`src/rtl/be8_pkg.sv`:
```
// Shared types and sizes for the BE8 RAM port arbiter slice.
package be8_pkg;

  localparam int ADDR_W    = 4;
  localparam int DATA_W    = 8;
  localparam int RAM_DEPTH = 16;
  localparam int STARVE_W  = 4;

  // Arbiter has only two modes: normal arbitration or the clear pass.
  typedef enum logic {
    ARB_IDLE,
    ARB_CLEAR
  } arb_state_t;

  // Last RAM location; the clear pass stops after writing it.
  localparam logic [ADDR_W-1:0] LAST_ADDR = ADDR_W'(RAM_DEPTH - 1);

endpackage

```
`src/rtl/ram_clear_seq.sv`:
```
// Clear-pass sequencer: steps an address through all RAM locations exactly once.
// The arbiter muxes clr_addr onto the RAM while busy is high.
module ram_clear_seq
  import be8_pkg::*;
#(
  parameter bit CLEAR_ON_RESET = 1'b1
) (
  input  logic              clk,
  input  logic              rst_n,
  input  logic              start,
  output logic [ADDR_W-1:0] clr_addr,
  output logic              busy,
  output logic              done
);

  // Address counter and busy flag; a pass ends on the last address and never wraps.
  always_ff @(posedge clk or negedge rst_n) begin
    if (!rst_n) begin
      clr_addr <= '0;
      busy     <= CLEAR_ON_RESET;
    end else if (busy) begin
      if (clr_addr == LAST_ADDR) begin
        clr_addr <= '0;
        busy     <= 1'b0;
      end else begin
        clr_addr <= clr_addr + 1'b1;
      end
    end else if (start) begin
      clr_addr <= '0;
      busy     <= 1'b1;
    end
  end

  // Done marks the cycle in which the final location is being written.
  always_comb begin
    done = busy && (clr_addr == LAST_ADDR);
  end

endmodule

```
`src/rtl/ram_port_arbiter.sv`:
```
// Shares the single-port 16x8 RAM between the CPU bus and a host loader port,
// and runs a clear pass that fills every location with CLEAR_VALUE.
// CPU has priority; a starvation counter forces a host slot after STARVE_LIMIT waits.
module ram_port_arbiter
  import be8_pkg::*;
#(
  parameter int               STARVE_LIMIT   = 4,
  parameter bit               CLEAR_ON_RESET = 1'b1,
  parameter logic [DATA_W-1:0] CLEAR_VALUE   = 8'h00
) (
  input  logic              CLK,
  input  logic              RESETn,
  input  logic [ADDR_W-1:0] cpu_addr,
  input  logic [DATA_W-1:0] cpu_wdata,
  input  logic              cpu_we,
  input  logic              cpu_re,
  output logic [DATA_W-1:0] cpu_rdata,
  output logic              cpu_rvalid,
  output logic              cpu_stall,
  input  logic              host_req,
  input  logic              host_we,
  input  logic [ADDR_W-1:0] host_addr,
  input  logic [DATA_W-1:0] host_wdata,
  output logic              host_gnt,
  output logic              host_rvalid,
  output logic [DATA_W-1:0] host_rdata,
  input  logic              clear_start,
  output logic              busy,
  output logic [ADDR_W-1:0] ram_addr,
  output logic [DATA_W-1:0] ram_din,
  output logic              ram_we,
  input  logic [DATA_W-1:0] ram_dout
);

  localparam logic [STARVE_W-1:0] STARVE_MAX = STARVE_W'(STARVE_LIMIT);

  arb_state_t          state;
  arb_state_t          state_next;
  logic [ADDR_W-1:0]   clr_addr;
  logic                clr_busy;
  logic                clr_done;
  logic                clr_start;
  logic [STARVE_W-1:0] starve;
  logic                cpu_req;
  logic                force_host;
  logic                cpu_wins;
  logic                host_wins;
  logic                cpu_rd_accept;
  logic                host_rd_accept;
  logic                cpu_rd_pend;
  logic                host_rd_pend;
  logic [DATA_W-1:0]   cpu_rdata_q;
  logic [DATA_W-1:0]   host_rdata_q;

  // A clear request is only honoured while arbitrating normally.
  always_comb begin
    clr_start = (state == ARB_IDLE) && clear_start;
  end

  ram_clear_seq #(
    .CLEAR_ON_RESET(CLEAR_ON_RESET)
  ) u_clear_seq (
    .clk     (CLK),
    .rst_n   (RESETn),
    .start   (clr_start),
    .clr_addr(clr_addr),
    .busy    (clr_busy),
    .done    (clr_done)
  );

  // State register; reset lands in the clear pass when auto-clear is enabled.
  always_ff @(posedge CLK or negedge RESETn) begin
    if (!RESETn) begin
      state <= CLEAR_ON_RESET ? ARB_CLEAR : ARB_IDLE;
    end else begin
      state <= state_next;
    end
  end

  // Next state: enter clear on request, leave once the last address is written.
  always_comb begin
    state_next = state;
    case (state)
      ARB_IDLE:  if (clear_start) state_next = ARB_CLEAR;
      ARB_CLEAR: if (clr_done)    state_next = ARB_IDLE;
      default:   state_next = ARB_IDLE;
    endcase
  end

  // Request decode and starvation override feeding the arbitration.
  always_comb begin
    cpu_req    = cpu_we | cpu_re;
    force_host = host_req && (starve == STARVE_MAX);
  end

  // Output decode: pick the RAM owner for this cycle and drive the RAM from it.
  always_comb begin
    cpu_wins       = 1'b0;
    host_wins      = 1'b0;
    cpu_stall      = 1'b0;
    host_gnt       = 1'b0;
    ram_we         = 1'b0;
    ram_addr       = '0;
    ram_din        = '0;
    cpu_rd_accept  = 1'b0;
    host_rd_accept = 1'b0;
    if (state == ARB_CLEAR) begin
      ram_we    = 1'b1;
      ram_addr  = clr_addr;
      ram_din   = CLEAR_VALUE;
      cpu_stall = cpu_req;
    end else begin
      cpu_wins  = cpu_req && !force_host;
      host_wins = !cpu_wins && host_req;
      cpu_stall = cpu_req && !cpu_wins;
      host_gnt  = host_wins;
      if (cpu_wins) begin
        ram_we        = cpu_we;
        ram_addr      = cpu_addr;
        ram_din       = cpu_wdata;
        cpu_rd_accept = !cpu_we;
      end else if (host_wins) begin
        ram_we         = host_we;
        ram_addr       = host_addr;
        ram_din        = host_wdata;
        host_rd_accept = !host_we;
      end
    end
  end

  // Starvation counter: counts host waiting cycles, saturating at the limit.
  always_ff @(posedge CLK or negedge RESETn) begin
    if (!RESETn) begin
      starve <= '0;
    end else if (!host_req || host_gnt) begin
      starve <= '0;
    end else if (starve != STARVE_MAX) begin
      starve <= starve + 1'b1;
    end
  end

  // Read pipeline: flag accepted reads and keep the last returned byte per port.
  always_ff @(posedge CLK or negedge RESETn) begin
    if (!RESETn) begin
      cpu_rd_pend  <= 1'b0;
      host_rd_pend <= 1'b0;
      cpu_rdata_q  <= '0;
      host_rdata_q <= '0;
    end else begin
      cpu_rd_pend  <= cpu_rd_accept;
      host_rd_pend <= host_rd_accept;
      if (cpu_rd_pend)  cpu_rdata_q  <= ram_dout;
      if (host_rd_pend) host_rdata_q <= ram_dout;
    end
  end

  // Read data comes straight from the RAM in the valid cycle, then from the hold register.
  always_comb begin
    cpu_rvalid  = cpu_rd_pend;
    host_rvalid = host_rd_pend;
    cpu_rdata   = cpu_rd_pend  ? ram_dout : cpu_rdata_q;
    host_rdata  = host_rd_pend ? ram_dout : host_rdata_q;
    busy        = clr_busy;
  end

endmodule

```
`config.mk`:
```
export PLATFORM = sky130hd
export DESIGN_NAME = ram_port_arbiter
export DESIGN_NICKNAME = d
export VERILOG_FILES = /design/src/rtl/be8_pkg.sv /design/src/rtl/ram_clear_seq.sv /design/src/rtl/ram_port_arbiter.sv
export SDC_FILE = /design/constraint.sdc
export NUM_CORES = 1
export LEC_CHECK = 0
export BUFFER_PORTS_ARGS = -buffer_cell sky130_fd_sc_hd__buf_4
export CORE_MARGIN = 4
export CORE_UTILIZATION = 30
export CTS_CLUSTER_DIAMETER = 200
export DETAILED_ROUTE_END_ITERATION = 8
export MAX_ROUTING_LAYER = met4
export SLEW_MARGIN = 20
export SYNTH_ARGS = -nofsm -noshare
export SYNTH_HDL_FRONTEND = slang
export SYNTH_SLANG_ARGS = --single-unit
```
`constraint.sdc`:
```
create_clock -name CLK -period 2.1 [get_ports CLK]
set_clock_uncertainty 0.05 [all_clocks]
set_input_delay 0.21 -clock CLK [delete_from_list [all_inputs] [get_ports CLK]]
set_output_delay 0.21 -clock CLK [all_outputs]
set_load 0.005 [all_outputs]
```
==> results_dict.tcl, run 1 <==
set metrics [dict create \
    drt_iter0_drc 42 \
    clk_pin_slew_worst_paths_ns 0.09 \
    numCtsBuffers 3 \
    cp.arrival_ns 1.79 \
    leakagePower_nw 1.090 \
    r2r-start "starve[1]$_DFFE_PN0P_" \
    pwr_density_cell_nw_per_um2 579.7 \
    drc 0 \
    wl_mm 3.892 \
    tightest_slew_ns 0.5782 \
    initial_core_util_pct 31.89 \
    coreArea_um2 4504 \
    grt_pass1_wl_mm 6.444 \
    cts_max_level 1 \
    grt_antenna_before_repair 0 \
    die_h_um 77.20 \
    hold_path_end "cpu_rvalid$_DFF_PN0_" \
    routed_via_density 5.116 \
    worstReg2RegEnd "cpu_rvalid$_DFF_PN0_" \
    diodes 0 \
    finish.utilization_pct 48.14 \
    cts_tree "built" \
    startpoint_type "register" \
    clkLatencyLatePin_ns 0.26 \
    fin_nets 242 \
    grt_pass1_vias 1404 \
    ys_ff_latch 28 \
    grt_overflow_total 0 \
    portBuffers 72 \
    dr.pass1.iters 4 \
    max_cap_viol_count 0 \
    worst-r2r-setup-slack_ns 0.46 \
    dpl_cell_area_um2 2018 \
    finalInstanceArea_um2 2168 \
    clock-sinks 28 \
    seq_area_frac_synth_pct 48.95 \
    max-slew-margin-rel_pct 61.31 \
    synth_cells 121 \
    avgSynthCellArea_um2 11.87 \
    hold_viol 0 \
    critPathMaxFanout 6 \
    fp.dieW_um 77.20 \
    min_path_cells 2 \
    place.gp.congestion 0.8305 \
    wire_per_inst_um 15.51 \
    dieArea_um2 5959 \
    clk_path_buf_depth 2 \
    slew_violations 0 \
    areaGrowthSynthToFinish_pct 50.96 \
    yosysWarnings 0 \
    grt_max_degree 29 \
    final_cell_mix "buf_4 (78), dfrtp_1 (26), mux2_2 (19)" \
    cp.required_ns 1.84 \
    crit_path_end_kind "output port" \
    num_vias 1284 \
    worstSetupPathType "register to output port" \
    layout_commonest_cell "buf_4" \
    fmax_mhz 488.5 \
    rsz0062_at_grt "yes" \
    io_pins 73 \
    grt_usage_pct 13.45 \
    fillers 436 \
    holdCritStartpoint "cpu_we" \
    syn_area_um2 1436 \
    status "finished, final reports clean" \
    placementRows 24 \
    dpl.hpwl_mm 3.091 \
    setup_viol 0 \
    syn-num-nets 163 \
    post_route_cells_drive_above_1_share_pct 57.29 \
    root_buffer "clkbuf_8" \
    peakVddDrop_mv 0.2915 \
    hold_class "primary input to register" \
    period_share_pct 97.48 \
    period_needed_ns 2.047 \
    worst_r2r_path_depth 6 \
    ys_types 33 \
    ant_nets 0 \
    power_mw 1.257 \
]
[how the worst max path moves through the flow]
stage                              to  slack (ns)                   from
after floorplan            ram_din[0]        0.46  starve[0]$_DFFE_PN0P_
after global routing      ram_addr[0]       -0.03  starve[1]$_DFFE_PN0P_
after detailed placement  ram_addr[0]        0.17  starve[0]$_DFFE_PN0P_
after global placement     ram_din[2]        0.24  starve[0]$_DFFE_PN0P_
final                     ram_addr[2]        0.05  starve[1]$_DFFE_PN0P_
after CTS                  ram_din[2]      0.0004  starve[0]$_DFFE_PN0P_
[cell type report]
class	instances	area, µm²	share of cell area, %
clock buffers	4	45.04	2.077
inverters	3	11.26	0.5193
multi-input cells	83	716.9	33.06
flip-flops and latches	28	703.2	32.43
well taps	52	65.06	3.001
repair buffers	81	626.9	28.91
[logic make-up (layout without fill, tap and decap cells)]
family / Yosys count / after routing / share of synthesized area, %
buf+inv: 10 / 88 / 3.484
xor+xnor: 2 / 2 / 1.220
fa+ha+maj: 3 / 3 / 2.614
compound gates: 26 / 26 / 13.76
simple gates: 33 / 33 / 15.07
mux: 19 / 19 / 14.90
flops: 28 / 28 / 48.95
[worst max-delay path: stages (launching register included)]
cell     delay [ns]
dfrtp_1        0.38
inv_2          0.05
ha_4           0.17
and4b_2        0.26
buf_12         0.14
nor4b_1        0.25
a221o_1        0.16
buf_4          0.10
[state kept, by name, indices dropped and copies added (netlist names)]
name,count
cpu_rdata_q,8
host_rdata_q,8
starve,4
u_clear_seq.clr_addr,4
cpu_rvalid,1
host_rvalid,1
state,1
u_clear_seq.busy,1
[where the power goes]
group | internal, mW | switching, mW | total, mW
combinational | 0.216 | 0.149 | 0.365
sequential | 0.576 | 0.0325 | 0.609
clock | 0.135 | 0.148 | 0.283
total | 0.928 | 0.329 | 1.26
[cell usage after synthesis]
| cell type | number | share of area (%) |
|---|---|---|
| nand2b_1 | 2 | 0.87 |
| a21o_1 | 1 | 0.52 |
| nand3b_4 | 1 | 1.4 |
| a221o_1 | 4 | 2.8 |
| nor3_4 | 1 | 1.1 |
| nor2b_1 | 1 | 0.44 |
| o21ai_0 | 5 | 1.7 |
| o22a_1 | 1 | 0.61 |
| buf_2 | 1 | 0.35 |
| nor2_1 | 4 | 1.0 |
| o221ai_1 | 1 | 0.61 |
| buf_6 | 1 | 0.78 |
| and2b_1 | 1 | 0.52 |
| and3_1 | 4 | 1.7 |
| dfstp_2 | 2 | 3.7 |
| mux2_2 | 19 | 15 |
| dfrtp_1 | 26 | 45 |
| and4b_1 | 1 | 0.70 |
| a22o_1 | 8 | 4.9 |
| buf_4 | 1 | 0.52 |
| inv_1 | 3 | 0.78 |
| or2_1 | 1 | 0.44 |
| nor4b_1 | 5 | 3.0 |
| nand3_1 | 2 | 0.70 |
| a21oi_2 | 1 | 0.61 |
| nand2_1 | 8 | 2.1 |
| xnor2_1 | 2 | 1.2 |
| a21oi_1 | 4 | 1.4 |
| ha_1 | 3 | 2.6 |
| nand4_1 | 1 | 0.44 |
| nand3b_1 | 1 | 0.52 |
| clkbuf_1 | 4 | 1.0 |
| a31o_2 | 1 | 0.61 |
[routing by layer]
| metal | global-route usage, % | share of wire [%] |
|---|---|---|
| met1 | 16.80 | 42 |
| met2 | 22.37 | 49 |
| met3 | 1.991 | 7.9 |
| met4 | 4.270 | 0.90 |
| met5 | - | 0 |
[repair_timing]
item	in CTS	in global routing
resized for setup	7	2
hold buffers	1	0
hold endpoints to repair	26	0
pin swaps	3	5
endpoints found under the setup margin	13	12
buffers inserted	5	1
[through the flow]
| stage | hold slack [ns] | setup slack, ns | setup TNS [ns] | instances |
|---|---|---|---|---|
| after floorplan | -0.1356 | 0.4595 | 0 | 121 |
| after global placement | 0.08900 | 0.2386 | 0 | 240 |
| after detailed placement | 0.09574 | 0.1747 | 0 | 240 |
| after CTS | 0.08876 | 0.0004226 | 0 | 250 |
| after global routing | 0.1058 | -0.02639 | -0.08040 | 251 |
| final | 0.09458 | 0.05285 | 0 | 251 |
Note: power is estimated with default switching activity, not from simulation.
==> run 2: changes to the inputs <==
--- a/config.mk
+++ b/config.mk
@@ -11,6 +11,7 @@
 export CTS_CLUSTER_DIAMETER = 200
 export DETAILED_ROUTE_END_ITERATION = 8
 export MAX_ROUTING_LAYER = met4
+export SETUP_SLACK_MARGIN = 0.1
 export SLEW_MARGIN = 20
 export SYNTH_ARGS = -nofsm -noshare
 export SYNTH_HDL_FRONTEND = slang
==> results_dict.tcl, run 2 (same netlist as run 1, synthesis figures left out) <==
set metrics [dict create \
    max_cap_viol_count 0 \
    final_cell_mix "buf_4 (77), dfrtp_1 (26), mux2_2 (19)" \
    portBuffers 72 \
    routed_via_density 5.096 \
    post_route_cells_drive_above_1_share_pct 58.59 \
    critPathTopFamily "flip-flops" \
    grt_pass1_wl_mm 6.589 \
    clk_pin_slew_worst_paths_ns 0.09 \
    grt_antenna_before_repair 0 \
    tightest_slew_ns 0.6515 \
    power_switching_mw 0.3316 \
    numCtsBuffers 3 \
    fin_cells 250 \
    placementRows 24 \
    crit_slowest_cell "dfrtp_1" \
    place.gp.congestion 0.8305 \
    rsz0062_at_grt "yes" \
    startpoint_type "register" \
    largestRegisters "cpu_rdata_q (8), host_rdata_q (8)" \
    slowest_delay_ns 0.41 \
    wire_per_inst_um 15.64 \
    p_int_mw 0.9293 \
    clk_path_buf_depth 2 \
    dp.cells 240 \
    max-slew-margin-rel_pct 56.41 \
    setup_viol 0 \
    grt_pass1_vias 1420 \
    dpl.hpwl_mm 3.091 \
    crit_path_end_kind "output port" \
    fin_nets 241 \
    areaGrowthSynthToFinish_pct 51.57 \
    grt_max_degree 29 \
    slew_violations 0 \
    io_pins 73 \
    grt_usage_pct 13.75 \
    grt_overflow_total 0 \
    clkLatencyLatePin_ns 0.26 \
    layout_commonest_cell "buf_4" \
    worstSetupPathType "register to output port" \
    wl_mm 3.909 \
    leakagePower_nw 1.087 \
    hold_viol 0 \
    cts_max_level 1 \
    cp_num_buf_inv 3 \
    die_h_um 77.20 \
    netSwitchingFraction_pct 26.30 \
    status "finished, final reports clean" \
    pwr-share-seq_pct 48.3 \
    critPathMaxFanout 6 \
    cts_tree "built" \
    drt_iter0_drc 41 \
    drc 0 \
    num_vias 1274 \
    dieArea_um2 5959 \
    fp.dieW_um 77.20 \
    period_needed_ns 2.058 \
    ant_nets 0 \
    combPwrFrac_pct 29.2 \
    power_mw 1.261 \
    clockPowerShare_pct 22.4 \
    pwr_density_cell_nw_per_um2 579.2 \
    diodes 0 \
    period_share_pct 98.00 \
    coreArea_um2 4504 \
    clock-sinks 28 \
    root_buffer "clkbuf_8" \
    hold_class "primary input to register" \
    cp.arrival_ns 1.80 \
    dr.pass1.iters 4 \
    fmax_mhz 485.9 \
    cp_cell_sequence "inv_2, ha_4, and4b_2, buf_12, nor4b_2, a221o_1, buf_4" \
    cp.required_ns 1.84 \
    initial_core_util_pct 31.89 \
    peakVddDrop_mv 0.2918 \
]
-- run 2: layer usage --
layer / global-route usage (%) / wire (µm) / vias to the layer above
met5: - / 0 / -
met4: 4.270 / 35 / 0
met3: 1.874 / 294 / 2
met2: 23.14 / 1918 / 68
met1: 17.09 / 1661 / 605
li1: - / - / 599
-- run 2: worst reg2reg max path: stages, from the launching register on --
cell     delay (ns)
dfrtp_1        0.38
inv_2          0.05
ha_4           0.17
and4b_2        0.26
buf_12         0.15
buf_4          0.13
nor4b_1        0.34
-- run 2: stage by stage --
stage          TNS [ns]  cell area [µm²]  worst slack (ns)  util [%]  hold slack [ns]
5_1_grt         -0.1333             2177          -0.03734     48.33           0.1122
3_5_place_dp          0             2018            0.1747     44.81          0.09574
6_report              0             2177           0.04199     48.33           0.1020
2_1_floorplan         0             1436            0.4595         -          -0.1356
3_3_place_gp          0             2018            0.2386     44.81          0.08900
4_1_cts               0             2177          0.007544     48.33          0.08876
-- run 2: timing repair --
action	4_1_cts	5_1_grt
pin swaps	8	8
hold endpoints to repair	26	0
setup buffers	5	0
hold buffers	1	0
endpoints found under the setup margin	15	14
gates resized for setup	13	0
-- run 2: final timing paths --
check / startpoint / slack [ns] / cells after the start / endpoint
setup / recovery: starve[1]$_DFFE_PN0P_ / 0.04 / 7 / ram_addr[0]
hold / removal: cpu_we / 0.10 / 2 / cpu_rvalid$_DFF_PN0_
setup reg to reg: starve[1]$_DFFE_PN0P_ / 0.44 / 6 / cpu_rvalid$_DFF_PN0_
hold reg to reg: cpu_rdata_q[5]$_DFF_PN0_ / 0.46 / 1 / cpu_rdata_q[5]$_DFF_PN0_
max in group asynchronous: RESETn / 1.35 / 2 / u_clear_seq.busy$_DFF_PN1_
min in group asynchronous: RESETn / 0.35 / 2 / cpu_rdata_q[6]$_DFF_PN0_
-- run 2: final cells by class --
class                           instances  area, µm²
Multi-Input combinational cell         83      733.2
Timing Repair Buffer                   80      619.3
Sequential cell                        28      703.2
Inverter                                3      11.26
Clock buffer                            4      45.04
Fill cell                             437       2327
Tap cell                               52      65.06
-- run 2: power groups by stage --
stage,registers (mW),clock network [mW],logic (mW)
floorplan,0.613,0,0.157
global placement,0.619,0,0.257
detailed placement,0.624,0,0.270
CTS,0.609,0.298,0.369
global route,0.615,0.315,0.408
finish,0.609,0.283,0.369
==> run 3: changes to the inputs <==
--- a/config.mk
+++ b/config.mk
@@ -15,4 +15,5 @@
 export SLEW_MARGIN = 20
 export SYNTH_ARGS = -nofsm -noshare
 export SYNTH_HDL_FRONTEND = slang
+export SYNTH_HIERARCHICAL = 1
 export SYNTH_SLANG_ARGS = --single-unit
==> results_dict.tcl, run 3 <==
set metrics [dict create \
    place.gp.congestion 0.8249 \
    hold_class "primary input to register" \
    setup_viol 0 \
    tightest_slew_ns 0.4489 \
    place_ws_ns -0.01896 \
    hold_path_end "cpu_rvalid$_DFF_PN0_" \
    pwr_density_cell_nw_per_um2 1016 \
    wl_met2_mm 2.351 \
    clk_path_buf_depth 2 \
    period_needed_ns 2.096 \
    synth_cells 123 \
    worstReg2RegEnd "host_rvalid$_DFF_PN0_" \
    die_h_um 77.35 \
    crit_path_end_kind "output port" \
    placementRows 24 \
    whs_ns 0.07856 \
    dpl_cell_area_um2 2011 \
    largestRegisters "cpu_rdata_q (8), host_rdata_q (8)" \
    fin_cells 259 \
    finish.utilization_pct 49.83 \
    ys_top_cells_by_count "dfrtp_1 (26), mux2_2 (16), a22o_1 (9)" \
    num_vias 1268 \
    grt_usage_pct 13.96 \
    numCtsBuffers 3 \
    holdCritStartpoint "cpu_we" \
    hold_viol 0 \
    yosysWarnings 6 \
    cp.arrival_ns 1.84 \
    dr.pass1.iters 4 \
    avgSynthCellArea_um2 11.73 \
    post_route_cells_drive_above_1_share_pct 57.00 \
    final_cell_mix "buf_4 (80), dfrtp_1 (26), mux2_2 (16)" \
    dpl.hpwl_mm 3.105 \
    r2r-start "starve[1]$_DFFE_PN0P_" \
    async_flop_share_pct 100.0 \
    grt_max_degree 29 \
    diodes 0 \
    grt_antenna_before_repair 0 \
    syn-num-nets 165 \
    ys_types 34 \
    dp.cells 242 \
    synth_top_area_share_pct 45.10 \
    startpoint_type "register" \
    worst-r2r-setup-slack_ns 0.46 \
    status "finished, final reports clean" \
    fmax_mhz 477.2 \
    clkLatencyLatePin_ns 0.27 \
    met3WireLength_um 103 \
    grt_pass1_vias 1416 \
    synthTopCellsByArea "dfrtp_1 (45%), mux2_2 (12%), a22o_1 (5.5%)" \
    peakVddDrop_mv 0.6051 \
    areaGrowthSynthToFinish_pct 55.59 \
    fin_nets 250 \
    dieArea_um2 5982 \
    cp.required_ns 1.84 \
    routed_via_density 4.896 \
    worst_r2r_path_depth 8 \
    coreArea_um2 4504 \
    ant_nets 0 \
    synth_edf_count 0 \
    max_cap_viol_count 0 \
    drt_iter0_drc 42 \
    grt_overflow_total 0 \
    grt_pass1_wl_mm 6.727 \
    synth_top_cell_by_area "dfrtp_1" \
    leakagePower_nw 1.108 \
    synthMostInstantiatedCell "dfrtp_1" \
    min_path_cells 2 \
    fp.dieW_um 77.35 \
    max-slew-margin-rel_pct 70.08 \
    drc 0 \
    critPathMaxFanout 7 \
    io_pins 73 \
    cts_max_level 1 \
    period_share_pct 99.79 \
    cts_tree "built" \
    finalInstanceArea_um2 2245 \
    rsz0062_at_grt "yes" \
    finalWorstSetupSlack_ns 0.004374 \
    clock-sinks 28 \
    initial_core_util_pct 32.03 \
    portBuffers 72 \
    routed.top_layer "met4" \
    wl_mm 4.141 \
    syn_area_um2 1443 \
    layout_commonest_cell "buf_4" \
    seq_area_frac_synth_pct 48.74 \
    wire_per_inst_um 15.99 \
    worstSetupPathType "register to output port" \
    ys_ff_latch 28 \
    slew_violations 0 \
    clk_pin_slew_worst_paths_ns 0.08 \
    synth_ff_type "dfrtp_1" \
    wl_met1_mm 1.619 \
    root_buffer "clkbuf_8" \
]
-- run 3: worst max path at each step --
stage / from / endpoint / slack [ns] / cells after the start
5_1_grt: starve[1]$_DFFE_PN0P_ / ram_din[6] / -0.10 / 8
6_report: starve[1]$_DFFE_PN0P_ / ram_addr[0] / 0.004 / 7
3_3_place_gp: starve[0]$_DFFE_PN0P_ / ram_addr[0] / 0.09 / 6
3_5_place_dp: starve[0]$_DFFE_PN0P_ / ram_addr[0] / -0.02 / 6
4_1_cts: starve[1]$_DFFE_PN0P_ / ram_addr[2] / 0.02 / 7
2_1_floorplan: starve[0]$_DFFE_PN0P_ / ram_din[0] / 0.39 / 6
-- run 3: final cells by class --
| class | instances | area [µm²] |
|---|---|---|
| Inverter | 6 | 22.52 |
| Multi-Input combinational cell | 82 | 683.2 |
| Sequential cell | 28 | 703.2 |
| Clock buffer | 4 | 55.05 |
| Tap cell | 52 | 65.06 |
| Fill cell | 415 | 2260 |
| Timing Repair Buffer | 87 | 715.7 |
-- run 3: routing by layer --
| metal | GRT usage, % | up-vias |
|---|---|---|
| met3 | 2.315 | 6 |
| met5 | - | - |
| met4 | 3.559 | 0 |
| met1 | 15.26 | 628 |
| met2 | 26.17 | 23 |
| li1 | - | 611 |
-- run 3: worst max-delay path, stage by stage, from the launching register on --
cell and delay [ns]:
dfrtp_1 0.39, inv_1 0.07, ha_2 0.20, and4b_2 0.28, nor3_4 0.06, buf_12 0.14, a221o_1 0.29, buf_4 0.14
-- run 3: cell families after synthesis --
kind of cell / after synthesis / share of synthesized area, %
simple gates: 30 / 12.66
fa+ha+maj: 3 / 2.602
xor+xnor: 2 / 1.214
mux: 16 / 12.49
compound gates: 31 / 17.09
flops: 28 / 48.74
buf+inv: 13 / 5.204
-- run 3: power breakdown --
part / switching, mW / internal (mW) / total (mW)
registers: 0.168 / 0.746 / 0.914
logic: 0.419 / 0.625 / 1.04
clock network: 0.156 / 0.168 / 0.324
-- run 3: timing repair --
item	4_1_cts	5_1_grt
setup buffers	9	2
gates resized for setup	8	3
hold buffers	1	0
endpoints found under the hold margin	26	0
cloned	1	0
pin swaps	6	2
setup endpoints to repair	12	14
-- run 3: per-stage QoR --
step / total power, mW / setup TNS (ns)
floorplan: 1.400 / 0
global placement: 1.835 / 0
detailed placement: 1.885 / -0.04999
CTS: 2.285 / 0
global route: 2.433 / -0.9326
finish: 2.281 / 0
